**config.mk**
```make
export PLATFORM = sky130hd
export DESIGN_NAME = port_timer
export DESIGN_NICKNAME = d
export VERILOG_FILES = /design/src/rtl/port_timer.sv
export SDC_FILE = /design/constraint.sdc
export NUM_CORES = 1
export LEC_CHECK = 0
export CORE_MARGIN = 2
export CORE_UTILIZATION = 55
export DETAILED_ROUTE_END_ITERATION = 8
export GPL_ROUTABILITY_DRIVEN = 0
export PLACE_DENSITY = 0.75
export SLEW_MARGIN = 10
export SYNTH_ARGS = -nofsm -noshare
export SYNTH_HDL_FRONTEND = slang
export SYNTH_SLANG_ARGS = --single-unit
```
**constraint.sdc**
```tcl
create_clock -name clk -period 6.55 [get_ports clk]
set_input_delay 1.31 -clock clk [delete_from_list [all_inputs] [get_ports clk]]
set_output_delay 1.31 -clock clk [all_outputs]
set_load 0.02 [all_outputs]
```
**src/rtl/port_timer.sv**
```systemverilog
// port_timer: I/O-port mapped 16-bit down-counting timer with prescaler,
// one-shot/auto-reload modes, snapshot register and level interrupt.
module port_timer #(
    parameter logic [7:0]  BASE     = 8'h10,
    parameter int unsigned PRESCALE = 25
) (
    input  logic       clk,
    input  logic       rst_n,
    input  logic [7:0] pin_pa,
    input  logic [7:0] pin_po,
    input  logic       pin_pw,
    output logic [7:0] pin_pi,
    output logic       pin_intr
);
    localparam logic [15:0] PM1 = 16'(PRESCALE - 1);
    logic [15:0] reload, count, snap, presc;
    logic        en, auto_rl, ie, exp_f, run;
    logic [8:0]  off;
    logic [7:0]  rd;
    logic        wr, wr_ctrl, wr_stat, tick, expire, start, stop, oneshot_end;
    // Addresses below BASE wrap to a large offset and fall out of the map
    assign off         = {1'b0, pin_pa} - {1'b0, BASE};
    assign wr          = pin_pw && off < 9'd6;
    assign wr_ctrl     = wr && off == 9'd2;
    assign wr_stat     = wr && off == 9'd3;
    assign tick        = run && presc == PM1;
    assign expire      = tick && count == 16'd0;
    assign start       = wr_ctrl && pin_po[0] && !en;
    assign stop        = wr_ctrl && !pin_po[0];
    assign oneshot_end = expire && !auto_rl;
    always_comb begin
        rd = off == 9'd0 ? reload[7:0] :
             off == 9'd1 ? reload[15:8] :
             off == 9'd2 ? {5'b0, ie, auto_rl, en} :
             off == 9'd3 ? {6'b0, run, exp_f} :
             off == 9'd4 ? snap[7:0] :
             off == 9'd5 ? snap[15:8] : 8'hFF;
    end
    always_ff @(posedge clk or negedge rst_n) begin
        if (!rst_n) begin
            reload   <= '0;
            count    <= '0;
            snap     <= '0;
            presc    <= '0;
            en       <= 1'b0;
            auto_rl  <= 1'b0;
            ie       <= 1'b0;
            exp_f    <= 1'b0;
            run      <= 1'b0;
            pin_pi   <= 8'h00;
            pin_intr <= 1'b0;
        end else begin
            if (wr && off == 9'd0) reload[7:0] <= pin_po;
            if (wr && off == 9'd1) reload[15:8] <= pin_po;
            if (wr && off == 9'd4) snap <= count;
            if (wr_ctrl) {ie, auto_rl} <= pin_po[2:1];
            en       <= (wr_ctrl ? pin_po[0] : en) & ~oneshot_end;
            run      <= start | (run & ~stop & ~oneshot_end);
            presc    <= (!run || start || stop || tick) ? '0 : presc + 16'd1;
            // A disabling CTRL write freezes COUNT even if it lands on a tick
            count    <= start ? reload :
                        (tick && !stop) ? (count == 16'd0 ? (auto_rl ? reload : count) : count - 16'd1) :
                        count;
            exp_f    <= expire | (exp_f & ~(wr_stat & pin_po[0]));
            pin_pi   <= rd;
            pin_intr <= exp_f & ie;
        end
    end
endmodule

```
==> flow_summary.yaml <==
placed_design:
  place_hpwl_um: 6906
  io_buffers: 27
  placed_area_um2: 4526
  dp_cells: 517
synth:
  synth_edf_count: 0
  ys_seq_elements: 78
  yosysSeqAreaShare: 0.4659
  ys_types: 62
  synth.avg_cell_area_um2: 10.42
  synthesis.nets: 427
  netlist_instances: 402
  synth_area_um2: 4189
  yosysWarnings: 0
  synth_ff_type: "dfrtp_1"
  ys_async_sr_fraction: 1.000
layout:
  final_common_cell: "dfrtp_1"
  final_area_um2: 4705
  layout_common_cells: "dfrtp_1, nor2_1, mux2_2"
  fillers: 591
  syn_to_final_growth_pct: 12.31
  diodes: 0
  fin_cells: 533
  drive_above_1_share: 0.1751
  nets: 454
  final_util: 0.6417
clock_network:
  hold_buffers: 0
  cts.sinks: 78
  post_cts_buffers: 0
  clk_path_buf_depth: 2
  post_cts_resized: 0
  cts.reportedPaths.clkPinSlew_ps: 80
  cts_tree: "built"
  root_buffer: "clkbuf_8"
  cts_max_level: 3
  clkLatencyLatePin_ps: 360
  numCtsBuffers: 9
power:
  max-vdd-ir-drop_mv: 0.1403
  powerDensity_nw_per_um2: 264.2
  p_leak_nw: 2.184
floorplan:
  coreArea_um2: 7331
  rows: 31
  die_y_um: 91.27
  die_w_um: 91.27
  floorplan.initialDensity: 0.5714
  dieArea_um2: 8330
  boundaryPins: 28
grt:
  grt_pass1_vias: 3217
  antenna_found_initial: 0
  met1_usage: 0.3393
  grtUsageMet2: 0.3957
  grt_max_degree: 79
  grt_usage: 0.2471
  busiest_layer: "met2"
  grt_first_pass_wirelength_um: 16220
  grt_overflow_total: 0
  grt.met3_usage: 0.03402
worst_setup_path:
  cp.required_ps: 6830
  cp-start-kind: "primary input"
  arrival_ps: 4320
  endpoint_kind: "flop"
  cp_max_fo: 11
  crit_type: "primary input to flop"
drt:
  drc: 0
  antenna_left: 0
  num_vias: 3252
  drtIter0Drc: 229
  dr.pass1.iters: 5
  wire_per_inst_um: 18.10
  vias_per_cell: 6.101
  routed_wl_um: 9649
sta:
  finalCriticalPeriod_ps: 4041
  clock.fmax_mhz: 247.5
  setup_viol: 0
  tightest_slew_ps: 1085
  finalCritPeriodShare: 0.6170
  slew_viol_final: 0
  tns_ps: 0
  rsz0062_at_grt: "false"
  skew_ps: 13.60
  relSlewSlack: 0.2731
  hold_viol: 0
run_status:
  status: "finished, final reports clean"
hold_path:
  worstHoldPathType: "flop to flop"
flow_run:
  cap_viol_max_count: 0
## state kept, by name, summed over array words and instances, names as in the netlist
signal / flops
ie: 1
pin_intr: 1
exp_f: 1
en: 1
run: 1
pin_pi: 8
presc: 16
snap: 16
count: 16
reload: 16
auto_rl: 1
## cells in the mapped netlist, types with 7 or more instances
master     n  share of area
inv_1     16          0.014
and3_1     7          0.010
xnor2_1    9          0.019
nor3_1    17          0.020
nand2_1   13          0.012
o21ai_0   11          0.013
mux2i_1   16          0.038
nand4_1    8          0.012
a21oi_1   12          0.014
dfrtp_1   78           0.47
nand3_1   17          0.020
mux2_2    37          0.099
nor2_1    58          0.052
clkbuf_1   8         0.0072
## metal layers
layer,part of all wire,vias up,routed length (µm)
met5,0,-,0
met2,0.49,121,4739
li1,-,1504,-
met4,0.025,0,238
met1,0.43,1603,4178
met3,0.051,24,492
## kinds of logic (layout without fill, tap and decap cells)
group	Yosys count	in the layout	share of synthesized area
simple gates	166	166	0.2198
flops	78	78	0.4659
compound gates	56	56	0.09648
mux	54	54	0.1413
buf+inv	28	60	0.02927
xor+xnor	14	14	0.02927
fa+ha+maj	6	6	0.01792
## per-stage QoR
stage | worst slack (ps) | power (mW) | hold WS, ps
2_1_floorplan | 3341 | 0.8137 | 472.3
3_3_place_gp | 2363 | 0.9013 | 482.7
3_5_place_dp | 2167 | 0.9126 | 491.6
4_1_cts | 2530 | 1.246 | 510.8
5_1_grt | 2280 | 1.311 | 523.0
6_report | 2509 | 1.243 | 506.3
## critical path: stages
cell,delay (ps)
clkdlybuf4s50_1,510
inv_1,100
ha_1,280
nand2_1,70
a2111oi_4,510
a41oi_1,290
a31oi_1,880
o22ai_1,190
a21oi_1,170
## power breakdown
part	internal [mW]	switching [mW]	leakage (nW)	total, mW
combinational	0.130	0.168	1.09	0.298
clock	0.141	0.191	0.0866	0.333
sequential	0.528	0.0842	1.00	0.612
total	0.799	0.444	2.18	1.24
## worst paths after layout
check | start | endpoint | slack (ps) | cells after the start
max reg2reg | count[0] | count[1] | 3860 | 8
min in group asynchronous | rst_n | presc[7] | 1090 | 1
min | snap[10] | snap[10] | 510 | 1
max in group asynchronous | rst_n | reload[0] | 4820 | 1
min reg2reg | snap[10] | snap[10] | 510 | 1
max | pin_pa[4] | count[1] | 2510 | 9
## final cells by class
type	count	area, µm²	area share
clock buffer	9	123.9	0.02633
clock inverter	7	55.05	0.01170
inverter	16	60.06	0.01277
multi-input combinational	296	2115	0.4495
sequential	78	1952	0.4149
timing repair buffer	28	275.3	0.05851
tap	99	123.9	0.02633
(Power assumes the default switching activity.)
